## src/rtl/cpu_ctrl_pkg.sv

```systemverilog
// Shared CPU control types: program counter width, instruction width and
// the fetched-word payload carried through the fetch queue.
package cpu_ctrl_pkg;

  localparam int unsigned PC_W    = 3;
  localparam int unsigned INSTR_W = 8;

  typedef struct packed {
    logic [INSTR_W-1:0] data;
    logic [PC_W-1:0]    addr;
  } fetch_word_t;

endpackage

```

## src/rtl/instr_fetch_reader_if.sv

```systemverilog
// Fetch request, store write and decode-side handshake bundle for instr_fetch_reader.
interface instr_fetch_reader_if #(
  parameter int unsigned ADDR_W = 3,
  parameter int unsigned DATA_W = 8
);
  logic              pc_valid;
  logic [ADDR_W-1:0] pc_addr;
  logic              pc_ready;
  logic              wr_en;
  logic [ADDR_W-1:0] wr_addr;
  logic [DATA_W-1:0] wr_data;
  logic              flush;
  logic              instr_valid;
  logic [DATA_W-1:0] instr_data;
  logic [ADDR_W-1:0] instr_addr;
  logic              instr_ready;

  modport master (
    output pc_valid, pc_addr, wr_en, wr_addr, wr_data, flush, instr_ready,
    input  pc_ready, instr_valid, instr_data, instr_addr
  );

  modport slave (
    input  pc_valid, pc_addr, wr_en, wr_addr, wr_data, flush, instr_ready,
    output pc_ready, instr_valid, instr_data, instr_addr
  );
endinterface

```

## src/rtl/fetch_queue.sv

```systemverilog
// Two-entry synchronous FIFO of fetched words with flush and occupancy count.
module fetch_queue
  import cpu_ctrl_pkg::*;
(
  input  logic        clk,
  input  logic        rstn,
  input  logic        flush,
  input  logic        push,
  input  fetch_word_t push_word,
  input  logic        pop,
  output fetch_word_t head_word,
  output logic [1:0]  count,
  output logic        valid
);

  fetch_word_t q [2];
  logic        head;
  logic        tail;
  logic        do_push;
  logic        do_pop;

  assign do_pop    = pop && (count != 2'd0);
  assign do_push   = push && ((count != 2'd2) || do_pop);
  assign head_word = q[head];
  assign valid     = (count != 2'd0);

  // Flush empties the queue but leaves entry contents untouched.
  always_ff @(posedge clk) begin
    if (!rstn) begin
      head  <= 1'b0;
      tail  <= 1'b0;
      count <= 2'd0;
      q[0]  <= '0;
      q[1]  <= '0;
    end else if (flush) begin
      head  <= 1'b0;
      tail  <= 1'b0;
      count <= 2'd0;
    end else begin
      if (do_push) begin
        q[tail] <= push_word;
        tail    <= ~tail;
      end
      if (do_pop) begin
        head <= ~head;
      end
      count <= count + 2'(do_push) - 2'(do_pop);
    end
  end

endmodule

```

## src/rtl/instr_fetch_reader.sv

```systemverilog
// Instruction store with a one-cycle read stage feeding a 2-entry output queue;
// requests are credited so no more than two words are ever outstanding.
module instr_fetch_reader
  import cpu_ctrl_pkg::*;
#(
  parameter int unsigned ADDR_W = PC_W,
  parameter int unsigned DATA_W = INSTR_W
) (
  input  logic                 clk,
  input  logic                 rstn,
  instr_fetch_reader_if.slave  bus
);

  localparam int unsigned DEPTH = 2 ** ADDR_W;

  logic [DATA_W-1:0] mem [DEPTH];
  logic              rd_pend;
  logic [ADDR_W-1:0] rd_addr;
  logic [DATA_W-1:0] rd_data;
  logic              accept;
  logic [2:0]        credit_used;
  fetch_word_t       push_word;
  fetch_word_t       head_word;
  logic [1:0]        q_count;
  logic              q_valid;

  // Credit depends only on registered occupancy, never on the handshakes.
  assign credit_used  = 3'(q_count) + 3'(rd_pend);
  assign bus.pc_ready = rstn && !bus.flush && (credit_used < 3'd2);
  assign accept       = bus.pc_valid && bus.pc_ready;

  // Store is not reset and keeps taking writes during flush or reset.
  always_ff @(posedge clk) begin
    if (bus.wr_en) begin
      mem[bus.wr_addr] <= bus.wr_data;
    end
  end

  // Read stage samples the pre-write store contents (read-before-write).
  always_ff @(posedge clk) begin
    if (!rstn) begin
      rd_pend <= 1'b0;
      rd_addr <= '0;
      rd_data <= '0;
    end else if (bus.flush) begin
      rd_pend <= 1'b0;
    end else begin
      rd_pend <= accept;
      if (accept) begin
        rd_addr <= bus.pc_addr;
        rd_data <= mem[bus.pc_addr];
      end
    end
  end

  always_comb begin
    push_word      = '0;
    push_word.data = INSTR_W'(rd_data);
    push_word.addr = PC_W'(rd_addr);
  end

  fetch_queue u_queue (
    .clk       (clk),
    .rstn      (rstn),
    .flush     (bus.flush),
    .push      (rd_pend),
    .push_word (push_word),
    .pop       (bus.instr_valid && bus.instr_ready),
    .head_word (head_word),
    .count     (q_count),
    .valid     (q_valid)
  );

  assign bus.instr_valid = q_valid;
  assign bus.instr_data  = DATA_W'(head_word.data);
  assign bus.instr_addr  = ADDR_W'(head_word.addr);

endmodule

```

## src/flat_wrapper.sv

```systemverilog
// flat-port wrapper written by rule: the top's interface ports become plain ports
module instr_fetch_reader_flat import cpu_ctrl_pkg::*;
#(
  parameter int unsigned ADDR_W = PC_W,
  parameter int unsigned DATA_W = INSTR_W
)
  (clk, rstn, bus_pc_valid, bus_pc_addr, bus_wr_en, bus_wr_addr, bus_wr_data, bus_flush, bus_instr_ready, bus_pc_ready, bus_instr_valid, bus_instr_data, bus_instr_addr);
  instr_fetch_reader_if #(.ADDR_W(ADDR_W), .DATA_W(DATA_W)) bus_i ();
  input  logic clk;
  input  logic rstn;
  input wire logic [$bits(bus_i.pc_valid)-1:0] bus_pc_valid;
  input wire logic [$bits(bus_i.pc_addr)-1:0] bus_pc_addr;
  input wire logic [$bits(bus_i.wr_en)-1:0] bus_wr_en;
  input wire logic [$bits(bus_i.wr_addr)-1:0] bus_wr_addr;
  input wire logic [$bits(bus_i.wr_data)-1:0] bus_wr_data;
  input wire logic [$bits(bus_i.flush)-1:0] bus_flush;
  input wire logic [$bits(bus_i.instr_ready)-1:0] bus_instr_ready;
  output wire logic [$bits(bus_i.pc_ready)-1:0] bus_pc_ready;
  output wire logic [$bits(bus_i.instr_valid)-1:0] bus_instr_valid;
  output wire logic [$bits(bus_i.instr_data)-1:0] bus_instr_data;
  output wire logic [$bits(bus_i.instr_addr)-1:0] bus_instr_addr;
  assign bus_i.pc_valid = bus_pc_valid;
  assign bus_i.pc_addr = bus_pc_addr;
  assign bus_i.wr_en = bus_wr_en;
  assign bus_i.wr_addr = bus_wr_addr;
  assign bus_i.wr_data = bus_wr_data;
  assign bus_i.flush = bus_flush;
  assign bus_i.instr_ready = bus_instr_ready;
  assign bus_pc_ready = bus_i.pc_ready;
  assign bus_instr_valid = bus_i.instr_valid;
  assign bus_instr_data = bus_i.instr_data;
  assign bus_instr_addr = bus_i.instr_addr;
  instr_fetch_reader #(.ADDR_W(ADDR_W), .DATA_W(DATA_W)) u_core (.clk(clk), .rstn(rstn), .bus(bus_i));
endmodule
```

## config.mk

```make
export PLATFORM = sky130hd
export DESIGN_NAME = instr_fetch_reader_flat
export DESIGN_NICKNAME = d
export VERILOG_FILES = /design/src/rtl/cpu_ctrl_pkg.sv /design/src/rtl/instr_fetch_reader_if.sv /design/src/rtl/fetch_queue.sv /design/src/rtl/instr_fetch_reader.sv /design/src/flat_wrapper.sv
export SDC_FILE = /design/constraint.sdc
export NUM_CORES = 1
export LEC_CHECK = 0
export CAP_MARGIN = 20
export CORE_AREA = 5 5 116 118
export CTS_BUF_LIST = sky130_fd_sc_hd__clkbuf_16
export CTS_CLUSTER_SIZE = 14
export DETAILED_ROUTE_END_ITERATION = 12
export DIE_AREA = 0 0 121 123
export SYNTH_ARGS = -nofsm -noshare
export SYNTH_HDL_FRONTEND = slang
export SYNTH_SLANG_ARGS = --single-unit
```

## constraint.sdc

```tcl
create_clock -name clk -period 2.15 [get_ports clk]
set_input_delay 0.645 -clock clk [delete_from_list [all_inputs] [get_ports clk]]
set_output_delay 0.645 -clock clk [all_outputs]
set_load 0.005 [all_outputs]
```

==> run summary, run 1 <==
VDD IR max = 0.000385 V
Final Util = 0.426
Slew margin rel. = 0.709
Synth async-reset ratio = 0
Clock sink count = 103
Post-synth cell types = 36
Placed Cells = 464
CP peak stage delay = 0.42 ns
Mux contribution to synthesized area = 0.141
Commonest non-fill, non-tap cell in the layout = edfxtp_1
Outcome = completed
H-Tree Depth = 3
Vias per cell = 4.62
Die footprint = 0.0149 mm²
Worst EP arrival = 1.45 ns
HPWL Detailed = 5090 µm
Most frequent cells in the layout = 86 x edfxtp_1, 22 x buf_4, 19 x and2_1
Filler Cell Count = 1127
Worst-path clk slew = 0.07 ns
Final Skew = 0.00716 ns
Startpoint Class = primary input
CTS tree = yes
Area share of the largest cell type after synthesis = 0.618
Critical path fanouts, max = 2
Initial DRC Count = 125
Final Hold Viols = 0
Category of the most critical setup path = in -> out
Synth warn = 0
Min Tclk post-route = 2.10 ns
Main combinational cell family by area after synthesis = multiplexers
Synth Area in Simple Gates = 0.0908
Core area = 0.0124 mm²
Post-Syn Area = 0.00418 mm²
Type of the worst min-delay path = reg -> reg
CTS Buf Count = 9
Gr ovfl total = 0
Total Wirelength = 7450 µm
Row count = 41
GPL Wtd Cong = 0.752
Initial core utilization = 0.338
Final ANT Viol Nets = 0
Syn Inst Count = 242
Syn-to-layout area delta = 26.0%
Worst-Skew Late Latency = 0.34 ns
Most common flop cell mapped by yosys = edfxtp_1
Post-synthesis sequential area ratio = 0.700
Via Count = 2222
Xor/xnor cell area share of the yosys netlist = 0.00419
EDFF count, synth = 86
Die W = 121 µm
CP Capture Type = output port
Yosys top cell by area = edfxtp_1
Largest net degree at the start of global routing = 20
Die Y-Extent = 123 µm
P_leak = 1.89 nW
Worst slack, placed = -0.434 ns
Compound-Gate Fraction of Synth Area = 0.0354
Count of buffers from port buffering = 32
Initial antenna violation count = 0
Setup Viol. Count Final = 0
Synthesized area per cell = 17.3 µm²
Final worst slack = 0.0524 ns
Max Root-Sink Buffers = 2
Synth Area in Adders = 0.00599
CTS root buf = clkbuf_16
Critical-path cell list = clkdlybuf4s50_1 -> nand2b_4 -> nor3_2 -> buf_2
Slowest CP cell = clkdlybuf4s50_1
Layout cells sized above 1 = 0.272
Yosys reg bits = 103
PnR Total Power = 0.00420 W
Final antenna diode count = 0
GRT Total Usage = 0.107
Cell Pwr Density = 799 mW/mm²
Routed wire per std cell = 15.5 µm
TritonRoute pass-1 iters = 4
Measured slew at the worst slew-check pin = 0.433 ns
Worst hold margin = 0.489 ns
Vias in the first global route = 2403
Max Freq = 477 MHz
CP required = 1.50 ns
Io pins = 33
Top cells by area, synth = edfxtp_1 62%, dfxtp_1 8.1%, mux4_2 4.9%, mux4_1 4.4%, mux2_2 3.0%
Period utilization = 0.976
Slew Limit Fails = 0
First-pass GRT wire length = 12200 µm
Maxcap violations = 0
Final Net Count = 326
Non-filler cells in the finished layout = 481
Synth Net Count = 264
Drt drc = 0
-- synthesized netlist by cell type (all sizes together) (5+ instances only) --
cell type	number
a211oi	8
a21oi	12
and2	25
buf	6
clkbuf	5
dfxtp	17
edfxtp	86
mux2	11
mux2i	8
mux4	16
nand2b	6
nor2	10
-- timing repair --
action,in CTS,in global routing
pin swaps,1,1
resized for setup,22,8
hold buffers,0,0
buffers inserted,1,0
endpoints found under the setup margin,12,5
gates cloned,0,0
-- state kept, by name (all words and copies together) (netlist names), named ones only --
signal,cells
u_core.mem,64
u_core.u_queue.q,22
u_core.rd_data,8
u_core.rd_addr,3
u_core.u_queue.count,2
u_core.rd_pend,1
u_core.u_queue.head,1
u_core.u_queue.tail,1
-- power breakdown --
part / internal (W) / switching (W)
Combinational: 0.000147 / 0.000123
Sequential: 0.00223 / 0.0000214
Clock: 0.000931 / 0.000753
Total: 0.00331 / 0.000898
-- per-stage QoR --
step	cell area (µm²)	TNS [ns]
after global routing	5260	-0.0100
final	5260	0
after global placement	4930	-5.98
after CTS	5250	0
after detailed placement	4930	-6.22
after floorplan	4180	0
-- per-layer routing --
layer  vias to the layer above  global-route usage  share of wire
met4                         0              0.0255          0.012
met2                        46               0.190           0.50
met5                         -                   0              0
met3                        12              0.0398          0.048
li1                       1061                   -              -
met1                      1103               0.124           0.44
-- worst paths after layout --
| kind | startpoint | slack [ns] | cells past startpoint | endpoint |
|---|---|---|---|---|
| worst min-delay path | u_core.rd_addr[0] | 0.49 | 2 | u_core.rd_addr[0] |
| worst max-delay path | bus_flush | 0.05 | 4 | bus_pc_ready |
| worst min register to register | u_core.rd_addr[0] | 0.49 | 2 | u_core.rd_addr[0] |
| worst max register to register | u_core.u_queue.count[1] | 0.41 | 8 | u_core.u_queue.count[1] |
-- cell type report --
type	instances	area [µm²]	share of cell area
clock inverters	7	87.6	0.0166
multi-input cells	125	1170	0.223
well taps	172	215	0.0409
repair buffers	62	622	0.118
flip-flops and latches	103	2930	0.556
clock buffers	9	225	0.0428
inverters	3	11.3	0.00214
-- cells by family (layout without fill, tap and decap cells) --
logic type | count (synthesis) | count (layout)
and+or+nand+nor | 61 | 61
buffers and inverters | 14 | 81
adders and majority gates | 2 | 2
xor gates and xnor gates | 2 | 2
muxes | 35 | 35
DFF | 103 | 103
AOI/OAI and AO/OA | 25 | 25
-- worst max-delay path: cells and delay by family --
| family | cells | cell delay [ns] |
|---|---|---|
| buffers and inverters | 2 | 0.55 |
| and+or+nand+nor | 2 | 0.25 |
Power figures use the tool's default switching activity.
==> run 2, diff against run 1 <==
--- a/config.mk
+++ b/config.mk
@@ -11,6 +11,7 @@
 export CTS_CLUSTER_SIZE = 14
 export DETAILED_ROUTE_END_ITERATION = 12
 export DIE_AREA = 0 0 121 123
+export SLEW_MARGIN = 20
 export SYNTH_ARGS = -nofsm -noshare
 export SYNTH_HDL_FRONTEND = slang
 export SYNTH_SLANG_ARGS = --single-unit
==> results of run 2 <==
Same layout as run 1: the final DEF is identical, and so are final timing and power.
